## config.mk

```make
export PLATFORM = sky130hd
export DESIGN_NAME = unidad_control_vec
export DESIGN_NICKNAME = d
export VERILOG_FILES = /design/src/rtl/unidad_control_vec.sv
export SDC_FILE = /design/constraint.sdc
export NUM_CORES = 1
export LEC_CHECK = 0
export BUFFER_PORTS_ARGS = -buffer_cell sky130_fd_sc_hd__clkbuf_2
export CAP_MARGIN = 15
export CORE_MARGIN = 4
export CORE_UTILIZATION = 50
export DETAILED_ROUTE_END_ITERATION = 16
export MAX_ROUTING_LAYER = met4
export PLACE_DENSITY = 0.73
export SLEW_MARGIN = 30
export SYNTH_ARGS = -nofsm -noshare
export SYNTH_HDL_FRONTEND = slang
export SYNTH_SLANG_ARGS = --single-unit
export TNS_END_PERCENT = 10
```

## constraint.sdc

```tcl
create_clock -name clk -period 1.9 [get_ports clk]
set_input_delay 0.285 -clock clk [delete_from_list [all_inputs] [get_ports clk]]
set_output_delay 0.285 -clock clk [all_outputs]
set_load 0.02 [all_outputs]
```

## src/rtl/unidad_control_vec.sv

```systemverilog
`timescale 1ns/1ps
// ---------------------------------------------------------------------------
// unidad_control_vec
//
// Pipelined control unit for the vector processor. Each accepted opcode is
// decoded into a 14-bit control word that then walks through four stages:
// decode, EXE, memory and write-back. Each stage drives its own slice of the
// control word. A vector instruction (reg_rdv or reg_wrv set) is replayed
// into decode once per beat (VLEN/LANES beats). Fetch is held off until the
// last beat sits in decode.
//
// Ports
//   clk, reset            clock; synchronous active-low reset
//   opcode_in/instr_valid opcode from fetch and its valid flag
//   instr_ready           unit accepts an opcode this cycle
//   stall_in              freezes every stage, the FSM and the beat counter
//   flush                 kills the decode and EXE stages
//   decode stage          sel_pc, sel_dest, reg_rdv, reg_rds, valid_d
//   EXE stage             sel_op, sel_ad, sel_int, opcode_out, beat_e, valid_e
//   memory stage          sum_mem, sel_mem, sel_data, mem_wr, valid_m
//   write-back stage      sel_wb, reg_wrv, reg_wrs, beat_w, valid_w
//
// Control word layout, MSB first:
//   [13] sel_pc  [12] sel_dest [11] reg_rdv [10] reg_rds
//   [9]  sel_op  [8]  sel_ad   [7]  sel_int
//   [6]  sum_mem [5]  sel_mem  [4]  sel_data [3] mem_wr
//   [2]  sel_wb  [1]  reg_wrv  [0]  reg_wrs
// ---------------------------------------------------------------------------
module unidad_control_vec #(
  parameter int OPCODE_W = 4,
  parameter int VLEN     = 8,
  parameter int LANES    = 2,
  parameter int BEAT_W   = ((VLEN / LANES) > 1) ? $clog2(VLEN / LANES) : 1
) (
  input  logic                clk,
  input  logic                reset,
  input  logic [OPCODE_W-1:0] opcode_in,
  input  logic                instr_valid,
  output logic                instr_ready,
  input  logic                stall_in,
  input  logic                flush,
  output logic                sel_pc,
  output logic                sel_dest,
  output logic                reg_rdv,
  output logic                reg_rds,
  output logic                valid_d,
  output logic                sel_op,
  output logic                sel_ad,
  output logic                sel_int,
  output logic [OPCODE_W-1:0] opcode_out,
  output logic [BEAT_W-1:0]   beat_e,
  output logic                valid_e,
  output logic                sum_mem,
  output logic                sel_mem,
  output logic                sel_data,
  output logic                mem_wr,
  output logic                valid_m,
  output logic                sel_wb,
  output logic                reg_wrv,
  output logic                reg_wrs,
  output logic [BEAT_W-1:0]   beat_w,
  output logic                valid_w
);

  localparam int BEATS = ((VLEN / LANES) > 1) ? (VLEN / LANES) : 1;
  localparam logic [BEAT_W-1:0] LAST_BEAT = BEAT_W'(BEATS - 1);
  localparam logic [OPCODE_W+3:0] MAX_CODE = 15;

  typedef enum logic {
    IDLE,
    REPEAT
  } state_t;

  // Opcodes wider than 4 bits that exceed 4'b1111 fall onto the default row.
  function automatic logic [13:0] decode_op(input logic [OPCODE_W-1:0] opc);
    logic [OPCODE_W+3:0] ext;
    logic [13:0]         cw;
    ext = {4'b0000, opc};
    cw  = 14'b10000000000000;
    if (ext <= MAX_CODE) begin
      case (ext[3:0])
        4'b0000:                   cw = 14'b00000000000000;
        4'b0001, 4'b0010:          cw = 14'b00100000000110;
        4'b0011:                   cw = 14'b01100000110010;
        4'b0100:                   cw = 14'b01100000111000;
        4'b0101, 4'b1010, 4'b1011: cw = 14'b00110010000100;
        4'b0110, 4'b0111,
        4'b1000, 4'b1001:          cw = 14'b00111010000100;
        4'b1100:                   cw = 14'b01000000000101;
        4'b1101:                   cw = 14'b00010100000101;
        4'b1110:                   cw = 14'b01100000010010;
        4'b1111:                   cw = 14'b11100001011000;
        default:                   cw = 14'b10000000000000;
      endcase
    end
    return cw;
  endfunction

  state_t                state_q, state_d;
  logic [BEAT_W-1:0]     beat_cnt_q, beat_cnt_d;
  logic [13:0]           hold_cw_q, hold_cw_d;
  logic [OPCODE_W-1:0]   hold_opc_q, hold_opc_d;

  logic                  dec_valid_q, dec_valid_d;
  logic [13:0]           dec_cw_q, dec_cw_d;
  logic [OPCODE_W-1:0]   dec_opc_q, dec_opc_d;
  logic [BEAT_W-1:0]     dec_beat_q, dec_beat_d;

  logic                  exe_valid_q, exe_valid_d;
  logic [9:0]            exe_cw_q, exe_cw_d;
  logic [OPCODE_W-1:0]   exe_opc_q, exe_opc_d;
  logic [BEAT_W-1:0]     exe_beat_q, exe_beat_d;

  logic                  mem_valid_q, mem_valid_d;
  logic [6:0]            mem_cw_q, mem_cw_d;
  logic [BEAT_W-1:0]     mem_beat_q, mem_beat_d;

  logic                  wb_valid_q, wb_valid_d;
  logic [2:0]            wb_cw_q, wb_cw_d;
  logic [BEAT_W-1:0]     wb_beat_q, wb_beat_d;

  logic [13:0]           new_cw;
  logic                  new_is_vec;
  logic                  last_beat;
  logic                  accept;
  logic [BEAT_W-1:0]     next_beat;

  assign new_cw     = decode_op(opcode_in);
  assign new_is_vec = new_cw[11] | new_cw[1];
  // The last beat of a vector is sitting in decode: fetch may issue again so
  // the next instruction follows it with no bubble.
  assign last_beat  = (state_q == REPEAT) && (beat_cnt_q == LAST_BEAT);
  assign next_beat  = beat_cnt_q + BEAT_W'(1);

  assign instr_ready = reset & ~stall_in & ((state_q == IDLE) | last_beat);
  assign accept      = instr_valid & instr_ready & ~flush;

  // Next-state logic for the sequencer and all four stage registers.
  // Everything holds by default, which is exactly what a stall needs.
  // Flush wipes decode/EXE even under a stall. The EXE instruction is
  // killed, so memory receives a bubble rather than the flushed entry.
  always_comb begin
    state_d     = state_q;
    beat_cnt_d  = beat_cnt_q;
    hold_cw_d   = hold_cw_q;
    hold_opc_d  = hold_opc_q;
    dec_valid_d = dec_valid_q;
    dec_cw_d    = dec_cw_q;
    dec_opc_d   = dec_opc_q;
    dec_beat_d  = dec_beat_q;
    exe_valid_d = exe_valid_q;
    exe_cw_d    = exe_cw_q;
    exe_opc_d   = exe_opc_q;
    exe_beat_d  = exe_beat_q;
    mem_valid_d = mem_valid_q;
    mem_cw_d    = mem_cw_q;
    mem_beat_d  = mem_beat_q;
    wb_valid_d  = wb_valid_q;
    wb_cw_d     = wb_cw_q;
    wb_beat_d   = wb_beat_q;

    if (flush) begin
      state_d     = IDLE;
      beat_cnt_d  = '0;
      dec_valid_d = 1'b0;
      dec_cw_d    = '0;
      dec_opc_d   = '0;
      dec_beat_d  = '0;
      exe_valid_d = 1'b0;
      exe_cw_d    = '0;
      exe_opc_d   = '0;
      exe_beat_d  = '0;
    end else if (!stall_in) begin
      exe_valid_d = dec_valid_q;
      exe_cw_d    = dec_cw_q[9:0];
      exe_opc_d   = dec_opc_q;
      exe_beat_d  = dec_beat_q;

      if ((state_q == REPEAT) && !last_beat) begin
        // Replay the held word; sel_pc only survives on the final beat.
        dec_valid_d  = 1'b1;
        dec_cw_d     = hold_cw_q;
        dec_cw_d[13] = hold_cw_q[13] & (next_beat == LAST_BEAT);
        dec_opc_d    = hold_opc_q;
        dec_beat_d   = next_beat;
        beat_cnt_d   = next_beat;
      end else if (accept) begin
        dec_valid_d = 1'b1;
        dec_cw_d    = new_cw;
        dec_opc_d   = opcode_in;
        dec_beat_d  = '0;
        beat_cnt_d  = '0;
        hold_cw_d   = new_cw;
        hold_opc_d  = opcode_in;
        if (new_is_vec && (BEATS > 1)) begin
          dec_cw_d[13] = 1'b0;
          state_d      = REPEAT;
        end else begin
          state_d      = IDLE;
        end
      end else begin
        dec_valid_d = 1'b0;
        dec_cw_d    = '0;
        dec_opc_d   = '0;
        dec_beat_d  = '0;
        beat_cnt_d  = '0;
        state_d     = IDLE;
      end
    end

    if (!stall_in) begin
      mem_valid_d = flush ? 1'b0 : exe_valid_q;
      mem_cw_d    = flush ? '0 : exe_cw_q[6:0];
      mem_beat_d  = flush ? '0 : exe_beat_q;
      wb_valid_d  = mem_valid_q;
      wb_cw_d     = mem_cw_q[2:0];
      wb_beat_d   = mem_beat_q;
    end
  end

  // State register for the sequencer and every pipeline stage; reset is
  // synchronous and active-low and leaves no stage valid.
  always_ff @(posedge clk) begin
    if (!reset) begin
      state_q     <= IDLE;
      beat_cnt_q  <= '0;
      hold_cw_q   <= '0;
      hold_opc_q  <= '0;
      dec_valid_q <= 1'b0;
      dec_cw_q    <= '0;
      dec_opc_q   <= '0;
      dec_beat_q  <= '0;
      exe_valid_q <= 1'b0;
      exe_cw_q    <= '0;
      exe_opc_q   <= '0;
      exe_beat_q  <= '0;
      mem_valid_q <= 1'b0;
      mem_cw_q    <= '0;
      mem_beat_q  <= '0;
      wb_valid_q  <= 1'b0;
      wb_cw_q     <= '0;
      wb_beat_q   <= '0;
    end else begin
      state_q     <= state_d;
      beat_cnt_q  <= beat_cnt_d;
      hold_cw_q   <= hold_cw_d;
      hold_opc_q  <= hold_opc_d;
      dec_valid_q <= dec_valid_d;
      dec_cw_q    <= dec_cw_d;
      dec_opc_q   <= dec_opc_d;
      dec_beat_q  <= dec_beat_d;
      exe_valid_q <= exe_valid_d;
      exe_cw_q    <= exe_cw_d;
      exe_opc_q   <= exe_opc_d;
      exe_beat_q  <= exe_beat_d;
      mem_valid_q <= mem_valid_d;
      mem_cw_q    <= mem_cw_d;
      mem_beat_q  <= mem_beat_d;
      wb_valid_q  <= wb_valid_d;
      wb_cw_q     <= wb_cw_d;
      wb_beat_q   <= wb_beat_d;
    end
  end

  // An empty stage drives all of its outputs low.
  assign valid_d    = dec_valid_q;
  assign sel_pc     = dec_valid_q & dec_cw_q[13];
  assign sel_dest   = dec_valid_q & dec_cw_q[12];
  assign reg_rdv    = dec_valid_q & dec_cw_q[11];
  assign reg_rds    = dec_valid_q & dec_cw_q[10];

  assign valid_e    = exe_valid_q;
  assign sel_op     = exe_valid_q & exe_cw_q[9];
  assign sel_ad     = exe_valid_q & exe_cw_q[8];
  assign sel_int    = exe_valid_q & exe_cw_q[7];
  assign opcode_out = exe_valid_q ? exe_opc_q : '0;
  assign beat_e     = exe_valid_q ? exe_beat_q : '0;

  assign valid_m    = mem_valid_q;
  assign sum_mem    = mem_valid_q & mem_cw_q[6];
  assign sel_mem    = mem_valid_q & mem_cw_q[5];
  assign sel_data   = mem_valid_q & mem_cw_q[4];
  assign mem_wr     = mem_valid_q & mem_cw_q[3];

  assign valid_w    = wb_valid_q;
  assign sel_wb     = wb_valid_q & wb_cw_q[2];
  assign reg_wrv    = wb_valid_q & wb_cw_q[1];
  assign reg_wrs    = wb_valid_q & wb_cw_q[0];
  assign beat_w     = wb_valid_q ? wb_beat_q : '0;

endmodule

```

==> results of run 1 <==
[worst paths after layout]
kind	start	endpoint	slack, ns	cells past startpoint
hold / removal	instr_valid	state_q	0.23	3
setup reg to reg	dec_beat_q[1]	dec_cw_q[13]	0.09	7
hold reg to reg	hold_opc_q[0]	hold_opc_q[0]	0.46	2
setup / recovery	dec_beat_q[1]	dec_cw_q[13]	0.09	7
[logic make-up (layout without fill, tap and decap cells)]
kind of cell / count (synthesis) / after routing
flops: 72 / 72
mux: 25 / 25
buf+inv: 47 / 91
compound gates: 74 / 74
fa+ha+maj: 7 / 7
simple gates: 129 / 129
[area by class of cell]
| cell class | instances | share of cell area |
|---|---|---|
| Multi-Input combinational cell | 235 | 0.4067 |
| Sequential cell | 72 | 0.3928 |
| Timing Repair Buffer | 55 | 0.08781 |
| Clock buffer | 11 | 0.03846 |
| Clock inverter | 5 | 0.02825 |
| Tap cell | 75 | 0.02553 |
| Inverter | 20 | 0.02042 |
[report_power, final]
group	switching, mW	leakage, nW	internal [mW]
Sequential	0.0132	0.583	1.53
Combinational	0.142	0.798	0.0832
Clock	0.554	0.124	0.909
Total	0.709	1.51	2.52
[cell usage in the layout (no fill, tap or decap), types with 2 or more instances in the layout]
master,n
a21oi_1,42
a221oi_1,13
a221oi_2,3
a22oi_1,2
and2_1,23
buf_2,2
buf_4,19
bufinv_16,3
clkbuf_2,34
clkbuf_8,10
dfxtp_1,70
dfxtp_2,2
ha_1,6
inv_1,20
mux2i_1,24
nand2_1,28
nand2b_1,5
nand3_1,2
nand4_1,2
nor2_1,41
nor2b_1,5
nor3_1,6
nor3b_1,10
o21ai_0,6
o22ai_1,3
[state kept, by name (all words and copies together) (netlist names), 2 cells and up]
register    count
dec_beat_q      2
dec_cw_q       14
dec_opc_q       4
exe_beat_q      2
exe_cw_q       10
exe_opc_q       4
hold_cw_q      13
hold_opc_q      4
mem_beat_q      2
mem_cw_q        7
wb_beat_q       2
wb_cw_q         3
[critical path, cell delays in order (launching register included)]
cell	delay [ns]
dfxtp_2	0.38
ha_4	0.15
nor2b_2	0.05
buf_4	0.16
nor4b_4	0.29
buf_4	0.21
nand4_1	0.21
o31ai_1	0.27
[what timing repair did]
item	in CTS	in global routing
endpoints found under the setup margin	0	4
gates resized for setup	0	6
buffers inserted	0	4
[routing by layer]
metal  vias up  routed length (µm)
li1       1284                   -
met1      1166                3192
met2        51                2871
met3         7                 256
met4         0                  91
met5         -                   0
==> run metrics, run 1 <==
status=completed; die height=86.68 µm; clock-pin slew on the worst setup and hold paths=0.08 ns; Async S/R FF share, synth=0; H-tree levels=3; crit path time final=1.811 ns; top-count cell post-synth=dfxtp_1; final non-filler cell area=3676 µm²; Initial DRC Count=131; crit share post-route=0.9533; non-filler cells, final=473; Mean Syn Cell Area=8.744 µm²; Fmax=0.5521 GHz; Tot Pwr=3.233 mW; Seq. cell area=1444 µm²; Hold Fails Final Rpt=0; First-pass DRT Iterations=4; Yosys reg bits=72; Routed Antenna Nets=0; total gr overflow=0; CP arrival=2.06 ns; normalized max-slew margin=0.7297; syn nets=370; CTS Hold Bufs=0; max-slew violation count=0; Distinct cells, synth=35; post-synthesis sequential area ratio=0.4656; vias post-DR=2508; Setup WS pre-CTS=0.05829 ns; final core utilization=0.6172; P per Cell Area=879.4 nW/µm²; worst path required time=2.15 ns; top cells by count, synth=dfxtp_1 (72), a21oi_1 (42), nor2_1 (41); hold_ws=0.2311 ns; Initial Util=0.5197; Clock Path Buffers=2; critical setup path kind=reg2reg; initial antenna violation count=0; Ports=36; max_cap viols=0; Placed Area=3372 µm²; mapped cell area=3095 µm²; Synth Area in Compound Gates=0.1479; Adder-Cell Fraction of Synth Area=0.02829; DP HPWL=4207 µm; Clock Sinks=72; Final setup viols=0; Worst Tran Pin Value=0.4048 ns; met2 Use GR=0.2837; CTS Buf Count=9; xor and xnor area share after synthesis=0; placed cells=452; CTS tree=built; Startpoint Class=flip-flop; GR Util met1=0.2484; global routing's busiest layer=met2; share of layout cells above drive strength 1=0.2035; share of the synthesized area in the top cell type=0.4656; critical path peak fanout=8; clock root cell=clkbuf_8; # rows=28; chip width=86.68 µm; GRT Total Usage=0.1919; clk_lat worst skew=0.34 ns; number of diodes=0; Leakage Power=1.505 nW; M3 GR Usage=0.05133; simple-gate share of the synthesized area=0.2138; Synth Flop Type=dfxtp_1; Fin Setup TNS=0 ns; drt drc=0; Clock Skew=0.009485 ns; post-synthesis mux area share=0.08124; WL/cell=13.56 µm; placer congestion estimate=0.8426; main combinational cell family by area after synthesis=simple AND/OR/NAND/NOR gates; Detailed Route WL=6412 µm; vias in the first global route=2322; footprint of the multi-input gates=1495 µm²; Mapped Cells=354; Avg Vias per Cell=5.302; area leader, netlist=dfxtp_1; Core Area=5956 µm²; Hold Crit Class=in2reg; largest net degree at the start of global routing=32; post-route setup slack=0.08880 ns; number of synthesized flops with an enable pin=0; port buffer count=35; final net count=409; Synthesis Warnings=0; Worst VDD drop=0.4870 mV; DIE AREA=7513 µm²; first-pass GRT wire length=11100 µm; Area Growth Syn to Fin=18.76%; critical path capture point type=flip-flop; Fillers=522; top post-synthesis cells by area=dfxtp_1 (47%), mux2i_1 (7.8%), a21oi_1 (6.8%), nor2_1 (5.0%), and2_1 (4.6%)
No activity file was read; power rests on OpenSTA's default activity.
==> inputs of run 2 (changes only) <==
--- a/config.mk
+++ b/config.mk
@@ -8,10 +8,10 @@
 export BUFFER_PORTS_ARGS = -buffer_cell sky130_fd_sc_hd__clkbuf_2
 export CAP_MARGIN = 15
 export CORE_MARGIN = 4
-export CORE_UTILIZATION = 50
+export CORE_UTILIZATION = 52
 export DETAILED_ROUTE_END_ITERATION = 16
 export MAX_ROUTING_LAYER = met4
-export PLACE_DENSITY = 0.73
+export PLACE_DENSITY = 0.75
 export SLEW_MARGIN = 30
 export SYNTH_ARGS = -nofsm -noshare
 export SYNTH_HDL_FRONTEND = slang
==> run 2 against run 1 <==
- clock skew shrank 0.0054 ns
- global-route usage shrank 0.79 points
- sequential share of layout area grew 1.1 points
- sequential cell count is the same
- cell count shrank 1.5%
- die area shrank 3.5%
- sequential power is essentially flat
- hold slack gained 0.014 ns
- clock power shrank 32%
- core utilization grew 1.7 points
- largest cell class unchanged
- highest routed layer unchanged
==> run metrics, run 2 (synthesis gave the netlist of run 1 again) <==
WL/cell=13.46 µm (-0.68%); # rows=27 (-3.6%); total gr overflow=0 (unchanged); CTS Buf Count=9 (unchanged); Fin Setup TNS=0 ns (unchanged); crit share post-route=0.9560 (+0.002780); DP HPWL=4149 µm (-1.4%); placer congestion estimate=0.8913 (+5.8%); First-pass DRT Iterations=4 (unchanged); hold_ws=0.2450 ns (+0.01394 ns); Avg Vias per Cell=5.345 (+0.81%); clock root cell=clkbuf_8; clk_lat worst skew=0.33 ns (about the same); Worst Tran Pin Value=0.4109 ns (+0.006099 ns); max_cap viols=0 (unchanged); DIE AREA=7251 µm² (-3.5%); vias post-DR=2491 (-0.68%); Hold Path Origin=instr_valid; Clock Path Buffers=2 (unchanged); critical path capture point type=flip-flop; most flop-heavy register=dec_cw_q; port buffer count=35 (unchanged); first-pass GRT wire length=10610 µm (-4.5%); WHS Path Cells=3 (unchanged); hold endpoint=state_q; worst path required time=2.14 ns (about the same); Leakage Power=1.450 nW (-3.6%); CP arrival=2.05 ns (about the same); Placed Area=3358 µm² (-0.41%); Setup WS pre-CTS=0.1059 ns (+0.04757 ns); largest net degree at the start of global routing=76 (+140%); final net count=406 (-0.73%); Final setup viols=0 (unchanged); vias in the first global route=2385 (+2.7%); Area Growth Syn to Fin=15.64%; clock-pin slew on the worst setup and hold paths=0.07 ns (about the same); critical setup path kind=reg2reg; die height=85.16 µm (-1.8%); Startpoint Class=flip-flop; RSZ-0062 raised after global routing=yes; max FFs per register=14 (unchanged); GRT Total Usage=0.1840 (-0.007924); initial antenna violation count=0 (unchanged); P per Cell Area=770.2 nW/µm² (-12%); crit path time final=1.816 ns (+0.005283 ns); Tot Pwr=2.757 mW (-15%); number of diodes=0 (unchanged); largest registers=dec_cw_q (14), hold_cw_q (13), exe_cw_q (10); final non-filler cell area=3580 µm² (-2.6%); setup slack, reg-to-reg=0.08 ns (about the same); H-tree levels=3 (unchanged); Reg2Reg Depth=8 (+1); non-filler cells, final=466 (-1.5%); Worst VDD drop=0.4248 mV (-13%); Ports=36 (unchanged); CTS Hold Bufs=0 (unchanged); Detailed Route WL=6274 µm (-2.2%); drt drc=0 (unchanged); Hold Fails Final Rpt=0 (unchanged); Worst R2R End=dec_cw_q[10]; Initial DRC Count=207 (+58%); final core utilization=0.6345 (+0.01728); most common cell after layout, fill and taps aside=dfxtp_1; max-slew violation count=0 (unchanged); post-route setup slack=0.08351 ns (-0.005283 ns); critical path peak fanout=7 (-1); commonest cells after routing, fill and taps aside=dfxtp_1 (70), a21oi_1 (42), nor2_1 (41); Hold Crit Class=in2reg; Clock Skew=0.004041 ns (-0.005444 ns); status=completed; placed cells=446 (-1.3%); Fmax=0.5505 GHz (-0.29%); Core Area=5642 µm² (-5.3%); worst r2r src=dec_beat_q[1]; chip width=85.16 µm (-1.8%); share of layout cells above drive strength 1=0.1929 (-0.01062); normalized max-slew margin=0.7257 (-0.004072); CTS tree=built; Routed Antenna Nets=0 (unchanged); Clock Sinks=72 (unchanged); Initial Util=0.5487 (+0.02893)
run 2: timing repair:
| action | CTS | global route |
|---|---|---|
| resized for setup | 1 | 4 |
| endpoints found under the hold margin | 0 | 0 |
| setup buffers | 0 | 4 |
| pin swaps | 0 | 1 |
| cloned | 0 | 1 |
| endpoints found under the setup margin | 1 | 5 |
run 2: final cells by class:
type | count | area [µm²]
clock inverter | 4 | 22.52
inverter | 20 | 75.07
multi-input combinational | 235 | 1494
fill | 464 | 2062
tap | 72 | 90.09
sequential | 72 | 1444
timing repair buffer | 52 | 322.8
clock buffer | 11 | 131.4
run 2: worst max-delay path, stage by stage, from the launching register on:
cell	delay (ns)
dfxtp_2	0.38
ha_4	0.15
nor2b_2	0.06
buf_4	0.17
nor4b_4	0.30
buf_4	0.20
buf_4	0.11
o211ai_1	0.10
a221oi_1	0.25
run 2: how the worst max path moves through the flow:
stage	end	startpoint	cells past startpoint	slack, ns
2_1_floorplan	dec_cw_q[5]	dec_beat_q[1]	7	-0.02
5_1_grt	dec_cw_q[13]	dec_beat_q[0]	7	-0.03
4_1_cts	instr_ready	dec_beat_q[1]	5	0.05
6_report	dec_cw_q[10]	dec_beat_q[1]	8	0.08
3_3_place_gp	dec_cw_q[5]	dec_beat_q[0]	5	0.15
3_5_place_dp	dec_cw_q[5]	dec_beat_q[1]	5	0.11
run 2: layer usage:
layer / wire, µm / vias up / global-route usage
met1: 2910 / 1149 / 0.2177
met4: 93 / 0 / 0.07626
met2: 2941 / 62 / 0.3037
met3: 327 / 9 / 0.03786
met5: 0 / - / -
li1: - / 1271 / -
run 2: report_power, final:
group	switching, mW	internal, mW
Clock	0.527	0.460
Sequential	0.0133	1.53
Combinational	0.141	0.0840
Total	0.681	2.08
